## config.mk

```make
export PLATFORM = sky130hd
export DESIGN_NAME = cal_set_ctrl_flat
export DESIGN_NICKNAME = d
export VERILOG_FILES = /design/src/rtl/cal_pkg.sv /design/src/rtl/cal_set_ctrl_if.sv /design/src/rtl/cal_prescaler.sv /design/src/rtl/cal_set_ctrl.sv /design/src/flat_wrapper.sv
export SDC_FILE = /design/constraint.sdc
export NUM_CORES = 1
export LEC_CHECK = 0
export CORE_MARGIN = 8
export CORE_UTILIZATION = 55
export DETAILED_ROUTE_END_ITERATION = 16
export PLACE_DENSITY = 0.8
export SLEW_MARGIN = 20
export SYNTH_ARGS = -nofsm -noshare
export SYNTH_HDL_FRONTEND = slang
export SYNTH_SLANG_ARGS = --single-unit
```

## constraint.sdc

```tcl
create_clock -name clk -period 7.69 [get_ports clk]
set_input_delay 1.9225 -clock clk [delete_from_list [all_inputs] [get_ports clk]]
set_output_delay 1.9225 -clock clk [all_outputs]
set_load 0.02 [all_outputs]
```

## src/rtl/cal_pkg.sv

```systemverilog
// Shared types, encodings and date rules for the calendar set controller.
package cal_pkg;

  typedef enum logic [3:0] {
    JAN, FEB, MAR, APR, MAY, JUN, JUL, AUG, SEP, OCT, NOV, DEC
  } month_e;

  localparam logic [1:0] OP_WRITE  = 2'b00;
  localparam logic [1:0] OP_COMMIT = 2'b01;
  localparam logic [1:0] OP_ABORT  = 2'b10;
  localparam logic [1:0] OP_RSVD   = 2'b11;

  localparam logic [2:0] FLD_SEC   = 3'd0;
  localparam logic [2:0] FLD_MIN   = 3'd1;
  localparam logic [2:0] FLD_HRS   = 3'd2;
  localparam logic [2:0] FLD_DAY   = 3'd3;
  localparam logic [2:0] FLD_MONTH = 3'd4;
  localparam logic [2:0] FLD_LEAP  = 3'd5;

  localparam int unsigned SEC_LIMIT   = 60;
  localparam int unsigned MIN_LIMIT   = 60;
  localparam int unsigned HRS_LIMIT   = 24;
  localparam int unsigned MONTH_LIMIT = 12;

  typedef enum logic [1:0] {ST_RUN, ST_EDIT, ST_CHECK, ST_LOAD} state_e;

  typedef struct packed {
    logic [5:0] sec;
    logic [5:0] min;
    logic [4:0] hrs;
    logic [4:0] day;
    logic [3:0] month;
    logic       leap;
  } cal_time_t;

  localparam cal_time_t CAL_TIME_RST = '{sec: 6'd0, min: 6'd0, hrs: 5'd0,
                                         day: 5'd1, month: 4'd0, leap: 1'b0};

  // Month codes 12..15 yield 0 so any day fails validation.
  function automatic logic [4:0] days_in_month(input logic [3:0] month, input logic leap);
    case (month_e'(month))
      FEB:                               return leap ? 5'd29 : 5'd28;
      APR, JUN, SEP, NOV:                return 5'd30;
      JAN, MAR, MAY, JUL, AUG, OCT, DEC: return 5'd31;
      default:                           return 5'd0;
    endcase
  endfunction

  function automatic logic write_legal(input logic [2:0] field, input logic [5:0] data);
    case (field)
      FLD_SEC:   return data < 6'(SEC_LIMIT);
      FLD_MIN:   return data < 6'(MIN_LIMIT);
      FLD_HRS:   return data < 6'(HRS_LIMIT);
      FLD_DAY:   return (data != 6'd0) && !data[5];
      FLD_MONTH: return data < 6'(MONTH_LIMIT);
      FLD_LEAP:  return data[5:1] == 5'd0;
      default:   return 1'b0;
    endcase
  endfunction

endpackage

```

## src/rtl/cal_set_ctrl_if.sv

```systemverilog
// Host command port: valid/ready handshake carrying op, field and data.
interface cal_set_ctrl_if;
  logic       cmd_valid;
  logic       cmd_ready;
  logic [1:0] cmd_op;
  logic [2:0] cmd_field;
  logic [5:0] cmd_data;

  modport master (output cmd_valid, cmd_op, cmd_field, cmd_data, input cmd_ready);
  modport slave  (input cmd_valid, cmd_op, cmd_field, cmd_data, output cmd_ready);
endinterface

```

## src/rtl/cal_prescaler.sv

```systemverilog
// Divides clk down to a one-cycle count tick; count is held at zero while disabled.
module cal_prescaler #(
  parameter int unsigned CLK_DIV = 50000000
) (
  input  logic clk,
  input  logic rst,
  input  logic en,
  output logic tick
);

  localparam int unsigned CW = $clog2(CLK_DIV);
  localparam logic [CW-1:0] TC = CW'(CLK_DIV - 1);

  logic [CW-1:0] count_q, count_d;

  always_comb begin
    tick    = en && (count_q == TC);
    count_d = (!en || tick) ? '0 : count_q + CW'(1);
  end

  always_ff @(posedge clk or posedge rst) begin
    if (rst) count_q <= '0;
    else     count_q <= count_d;
  end

endmodule

```

## src/rtl/cal_set_ctrl.sv

```systemverilog
// Calendar set controller: host edits a shadow date, COMMIT validates it and
// issues a one-cycle load to the counter; counting pauses while editing.
module cal_set_ctrl
  import cal_pkg::*;
#(
  parameter int unsigned CLK_DIV = 50000000
) (
  input  logic       clk,
  input  logic       rst,
  cal_set_ctrl_if.slave cmd,
  input  logic [5:0] cur_sec,
  input  logic [5:0] cur_min,
  input  logic [4:0] cur_hrs,
  input  logic [4:0] cur_day,
  input  logic [3:0] cur_month,
  input  logic       cur_leap,
  output logic       tick,
  output logic       load,
  output logic [5:0] ld_sec,
  output logic [5:0] ld_min,
  output logic [4:0] ld_hrs,
  output logic [4:0] ld_day,
  output logic [3:0] ld_month,
  output logic       ld_leap,
  output logic       editing,
  output logic       err
);

  state_e    state_q, state_d;
  cal_time_t shadow_q, shadow_d;
  cal_time_t ld_q, ld_d;
  logic      load_q, load_d;
  logic      err_q, err_d;
  logic      editing_q, editing_d;

  cal_time_t cur_time;
  logic      ready, accept, wr_legal, wr_take, day_ok, presc_en;

  function automatic cal_time_t put_field(input cal_time_t t, input logic [2:0] field,
                                          input logic [5:0] data);
    cal_time_t r;
    r = t;
    case (field)
      FLD_SEC:   r.sec   = data;
      FLD_MIN:   r.min   = data;
      FLD_HRS:   r.hrs   = data[4:0];
      FLD_DAY:   r.day   = data[4:0];
      FLD_MONTH: r.month = data[3:0];
      FLD_LEAP:  r.leap  = data[0];
      default:   ;
    endcase
    return r;
  endfunction

  assign cur_time = '{sec: cur_sec, min: cur_min, hrs: cur_hrs,
                      day: cur_day, month: cur_month, leap: cur_leap};

  assign ready         = (state_q == ST_RUN) || (state_q == ST_EDIT);
  assign cmd.cmd_ready = ready;
  assign accept        = cmd.cmd_valid && ready;
  assign wr_legal      = write_legal(cmd.cmd_field, cmd.cmd_data);
  assign wr_take       = accept && (cmd.cmd_op == OP_WRITE) && wr_legal;
  assign day_ok        = (shadow_q.day != 5'd0) &&
                         (shadow_q.day <= days_in_month(shadow_q.month, shadow_q.leap));

  // An accepted legal write in RUN opens an edit, so that cycle must not tick.
  assign presc_en = (state_q == ST_RUN) && !wr_take;

  cal_prescaler #(.CLK_DIV(CLK_DIV)) u_presc (
    .clk  (clk),
    .rst  (rst),
    .en   (presc_en),
    .tick (tick)
  );

  always_comb begin
    state_d  = state_q;
    shadow_d = shadow_q;
    ld_d     = ld_q;
    load_d   = 1'b0;
    err_d    = 1'b0;
    case (state_q)
      ST_RUN: begin
        if (accept && (cmd.cmd_op == OP_WRITE)) begin
          if (wr_legal) begin
            shadow_d = put_field(cur_time, cmd.cmd_field, cmd.cmd_data);
            state_d  = ST_EDIT;
          end else begin
            err_d = 1'b1;
          end
        end
      end
      ST_EDIT: begin
        if (accept) begin
          case (cmd.cmd_op)
            OP_WRITE: begin
              if (wr_legal) shadow_d = put_field(shadow_q, cmd.cmd_field, cmd.cmd_data);
              else          err_d    = 1'b1;
            end
            OP_COMMIT: state_d = ST_CHECK;
            OP_ABORT:  state_d = ST_RUN;
            default:   ;
          endcase
        end
      end
      ST_CHECK: begin
        if (day_ok) begin
          state_d = ST_LOAD;
          load_d  = 1'b1;
          ld_d    = shadow_q;
        end else begin
          state_d = ST_EDIT;
          err_d   = 1'b1;
        end
      end
      ST_LOAD: state_d = ST_RUN;
      default: state_d = ST_RUN;
    endcase
    editing_d = (state_d == ST_EDIT) || (state_d == ST_CHECK);
  end

  always_ff @(posedge clk or posedge rst) begin
    if (rst) begin
      state_q   <= ST_RUN;
      shadow_q  <= CAL_TIME_RST;
      ld_q      <= CAL_TIME_RST;
      load_q    <= 1'b0;
      err_q     <= 1'b0;
      editing_q <= 1'b0;
    end else begin
      state_q   <= state_d;
      shadow_q  <= shadow_d;
      ld_q      <= ld_d;
      load_q    <= load_d;
      err_q     <= err_d;
      editing_q <= editing_d;
    end
  end

  assign load     = load_q;
  assign err      = err_q;
  assign editing  = editing_q;
  assign ld_sec   = ld_q.sec;
  assign ld_min   = ld_q.min;
  assign ld_hrs   = ld_q.hrs;
  assign ld_day   = ld_q.day;
  assign ld_month = ld_q.month;
  assign ld_leap  = ld_q.leap;

endmodule

```

## src/flat_wrapper.sv

```systemverilog
// flat-port wrapper written by rule: the top's interface ports become plain ports
module cal_set_ctrl_flat import cal_pkg::*;
#(
  parameter int unsigned CLK_DIV = 50000000
)
  (clk, rst, cur_sec, cur_min, cur_hrs, cur_day, cur_month, cur_leap, tick, load, ld_sec, ld_min, ld_hrs, ld_day, ld_month, ld_leap, editing, err, cmd_cmd_valid, cmd_cmd_op, cmd_cmd_field, cmd_cmd_data, cmd_cmd_ready);
  cal_set_ctrl_if cmd_i ();
  input  logic clk;
  input  logic rst;
  input  logic [5:0] cur_sec;
  input  logic [5:0] cur_min;
  input  logic [4:0] cur_hrs;
  input  logic [4:0] cur_day;
  input  logic [3:0] cur_month;
  input  logic cur_leap;
  output logic tick;
  output logic load;
  output logic [5:0] ld_sec;
  output logic [5:0] ld_min;
  output logic [4:0] ld_hrs;
  output logic [4:0] ld_day;
  output logic [3:0] ld_month;
  output logic ld_leap;
  output logic editing;
  output logic err;
  input wire logic [$bits(cmd_i.cmd_valid)-1:0] cmd_cmd_valid;
  input wire logic [$bits(cmd_i.cmd_op)-1:0] cmd_cmd_op;
  input wire logic [$bits(cmd_i.cmd_field)-1:0] cmd_cmd_field;
  input wire logic [$bits(cmd_i.cmd_data)-1:0] cmd_cmd_data;
  output wire logic [$bits(cmd_i.cmd_ready)-1:0] cmd_cmd_ready;
  assign cmd_i.cmd_valid = cmd_cmd_valid;
  assign cmd_i.cmd_op = cmd_cmd_op;
  assign cmd_i.cmd_field = cmd_cmd_field;
  assign cmd_i.cmd_data = cmd_cmd_data;
  assign cmd_cmd_ready = cmd_i.cmd_ready;
  cal_set_ctrl #(.CLK_DIV(CLK_DIV)) u_core (.clk(clk), .rst(rst), .cmd(cmd_i), .cur_sec(cur_sec), .cur_min(cur_min), .cur_hrs(cur_hrs), .cur_day(cur_day), .cur_month(cur_month), .cur_leap(cur_leap), .tick(tick), .load(load), .ld_sec(ld_sec), .ld_min(ld_min), .ld_hrs(ld_hrs), .ld_day(ld_day), .ld_month(ld_month), .ld_leap(ld_leap), .editing(editing), .err(err));
endmodule
```

==> flow_metrics.tcl <==
set metrics [dict create \
    status "completed" \
    yosys_warnings 0 \
    setup_violations 0 \
    worst_ir_drop_vdd_uv 236 \
    max_stage_delay_ps 670 \
    hpwl_um 7000 \
    synth_compound_area_share_pct 6.48 \
    synth_flop_cell "dfrtp_1" \
    multiInputGateArea_um2 1990 \
    antenna_found_initial 0 \
    power.switching_uw 547 \
    grt_usage_pct 19.7 \
    cts-htree-levels 3 \
    fill_cells 531 \
    cts_tree "built" \
    die_x_um 103 \
    ios 73 \
    worst_pin_slew_ps 1030 \
    synth_top_cell_area_share_pct 49.4 \
    endpoint "tick" \
    async_flop_share_pct 100 \
    crit_chain "clkdlybuf4s50_1, inv_1, a311o_1, o221a_2, o21ai_0, nor2_1, clkdlybuf4s50_1" \
    regToRegStartpoint "u_core.shadow_q[4]$_DFFE_PP0P_" \
    clk_path_buf_depth 2 \
    fin_cells 542 \
    synth.area.top_cells "dfrtp_1 (49%), mux2_2 (19%), xor2_1 (3.7%)" \
    slew_headroom_pct 31.0 \
    synth_edf_count 0 \
    path_max_fanout 10 \
    synth_cell_types 45 \
    routed_wl_um 9630 \
    post-route-util_pct 69.6 \
    drc 0 \
    place.port_buffers 72 \
    cts.sinks 85 \
    hold_class "reg2reg" \
    r2r_end "u_core.ld_min[1]$_DFFE_PP0P_" \
    ff2ff_setup_slack_ps 4280 \
    whs_path_depth 1 \
    pwr-share-comb_pct 35.9 \
    grt_max_degree 86 \
    cts-resized-gates 0 \
    drive_gt1_share_pct 21.6 \
    synth_most_common_cell "dfrtp_1" \
    antennaDiodeCount 0 \
    cp_slowest_cell "clkdlybuf4s50_1" \
    fmax_mhz 160 \
    rsz0062_at_grt "no" \
    finalHoldViolCount 0 \
    drt_iter0_markers 97 \
    cp_common_cell "clkdlybuf4s50_1" \
    core_um2 7570 \
    path_class "in2out" \
    grt_pass1_wl_um 16100 \
    syn_avg_cell_area_um2 11.7 \
    numCtsBuffers 9 \
    reg2regPathDepth 9 \
    synthXorXnorAreaFrac_pct 5.00 \
    powerDensity_nw_per_um2 324 \
    slew_violations 0 \
    drtAntennaViolNets 0 \
    yosys-mux-area-fraction_pct 19.7 \
    synth_top_area_cell "dfrtp_1" \
    cp-end-kind "output port" \
    p_int_uw 1160 \
    syn-num-nets 410 \
    post_cts_buffers 0 \
    synth_top_family_by_area "multiplexers" \
    area_growth_pct 25.3 \
    insertion_delay_ps 350 \
    min_period_over_period_pct 81.4 \
    pwr-share-seq_pct 40.3 \
    cap_violations 0 \
    synth_seq_area_share_pct 50.6 \
    netlist_area_um2 4210 \
    start_util_pct 55.6 \
    routedWlPerCell_um 17.8 \
    synth.top_cells.by_count "dfrtp_1 (83), mux2_2 (70), nor2_1 (40)" \
    ys_ff_latch 85 \
    cp-start-kind "primary input" \
    avgViaCountPerCell 5.62 \
    p_leak_uw 0.00235 \
    fin_nets 484 \
    cp-startpoint "cmd_cmd_field[0]" \
    drt_first_pass_iters 4 \
    finalPower_uw 1710 \
    min_period_ps 6260 \
    clockPowerShare_pct 23.8 \
    synthCells 361 \
    cts-root-buf "clkbuf_8" \
    tns_ps 0 \
    cts_hold_buf 0 \
    skew_ps 8.43 \
    place_inst 526 \
    yosys.area_share.simple_pct 13.7 \
    clk_pin_slew_worst_paths_ps 80 \
    vias 3048 \
    worstPathRequired_ps 5770 \
    regArea_um2 2130 \
    dieArea_um2 10700 \
    cp.arrival_ps 4340 \
    gp_routability_congestion 0.857 \
    rows 32 \
    grt_pass1_vias 3270 \
    switching_share_pct 32.1 \
    die_h_um 103 \
    grt_overflow 0 \
    synthAdderAreaFrac_pct 2.38 \
]
## worst max-delay path, delay by kind of cell
family                 cells  cell delay [ps]
AO/OA/AOI/OAI              3              970
buffers and inverters      3             1340
AND/OR/NAND/NOR            1               90
## through the flow
step / hold WS [ps] / setup WS, ps / instance area (um^2)
2_1_floorplan: 474 / 2630 / 4210
3_3_place_gp: 481 / 1510 / 5010
3_5_place_dp: 489 / 1460 / 5010
4_1_cts: 509 / 1450 / 5270
5_1_grt: 525 / 1320 / 5270
6_report: 503 / 1430 / 5270
## routing by layer
layer  vias up  global-route usage, %  share of wire, %
met4         0                   8.45               1.8
li1       1437                      -                 -
met1      1509                   23.7                43
met2        87                   32.5                50
met5         -                      0                 0
met3        15                   5.42               5.8
## registers in the layout, indices dropped and copies added (netlist names)
register and count:
u_core.load 1, u_core.ld_hrs 5, u_core.ld_min 6, u_core.err 1
u_core.editing 1, u_core.shadow_q 27, u_core.ld_sec 6, u_core.u_presc.count_q 26
u_core.state_q 2, u_core.ld_month 4, u_core.ld_leap 1, u_core.ld_day 5
## power groups by stage
stage          combinational (uW)  sequential, uW  clock (uW)
2_1_floorplan                 338             734           0
3_3_place_gp                  595             688           0
3_5_place_dp                  612             696           0
4_1_cts                       618             688         411
5_1_grt                       664             707         427
6_report                      612             688         405
## how the worst min path moves through the flow
stage,start,to,slack (ps)
2_1_floorplan,u_core.shadow_q[15]$_DFFE_PP0P_,u_core.shadow_q[15]$_DFFE_PP0P_,470
3_3_place_gp,u_core.shadow_q[16]$_DFFE_PP0P_,u_core.ld_min[1]$_DFFE_PP0P_,480
3_5_place_dp,u_core.ld_day[3]$_DFFE_PP0P_,u_core.ld_day[3]$_DFFE_PP0P_,490
4_1_cts,u_core.ld_day[3]$_DFFE_PP0P_,u_core.ld_day[3]$_DFFE_PP0P_,510
5_1_grt,u_core.shadow_q[24]$_DFFE_PP0P_,u_core.ld_sec[3]$_DFFE_PP0P_,530
6_report,u_core.ld_day[3]$_DFFE_PP0P_,u_core.ld_day[3]$_DFFE_PP0P_,500
## cell families after synthesis
kind of cell / Yosys count
AND/OR/NAND/NOR: 116
multiplexers: 74
XOR/XNOR: 24
AO/OA/AOI/OAI: 35
adder cells (fa/ha/maj): 8
buffers and inverters: 19
flip-flops: 85
## layout make-up
class | count | share of cell area (%)
clock buffers | 12 | 2.56
clock inverters | 4 | 2.28
inverters | 9 | 0.665
multi-input cells | 257 | 37.8
flip-flops and latches | 85 | 40.4
well taps | 102 | 2.42
repair buffers | 73 | 13.9
## cell usage in the layout, fill, tap and decap left out, drive strengths merged, types with 3 or more instances in the layout
| cell type | instances |
|---|---|
| a21oi | 4 |
| a22o | 5 |
| a31oi | 3 |
| and3 | 9 |
| bufinv | 4 |
| clkbuf | 12 |
| clkdlybuf4s50 | 72 |
| dfrtp | 83 |
| ha | 8 |
| inv | 8 |
| mux2 | 70 |
| mux2i | 4 |
| nand2 | 16 |
| nand2b | 5 |
| nand3 | 20 |
| nand4 | 8 |
| nor2 | 40 |
| nor3 | 4 |
| nor4 | 3 |
| o21ai | 6 |
| o22ai | 3 |
| xnor2 | 6 |
| xor2 | 18 |
No activity file was read; power rests on OpenSTA's default activity.
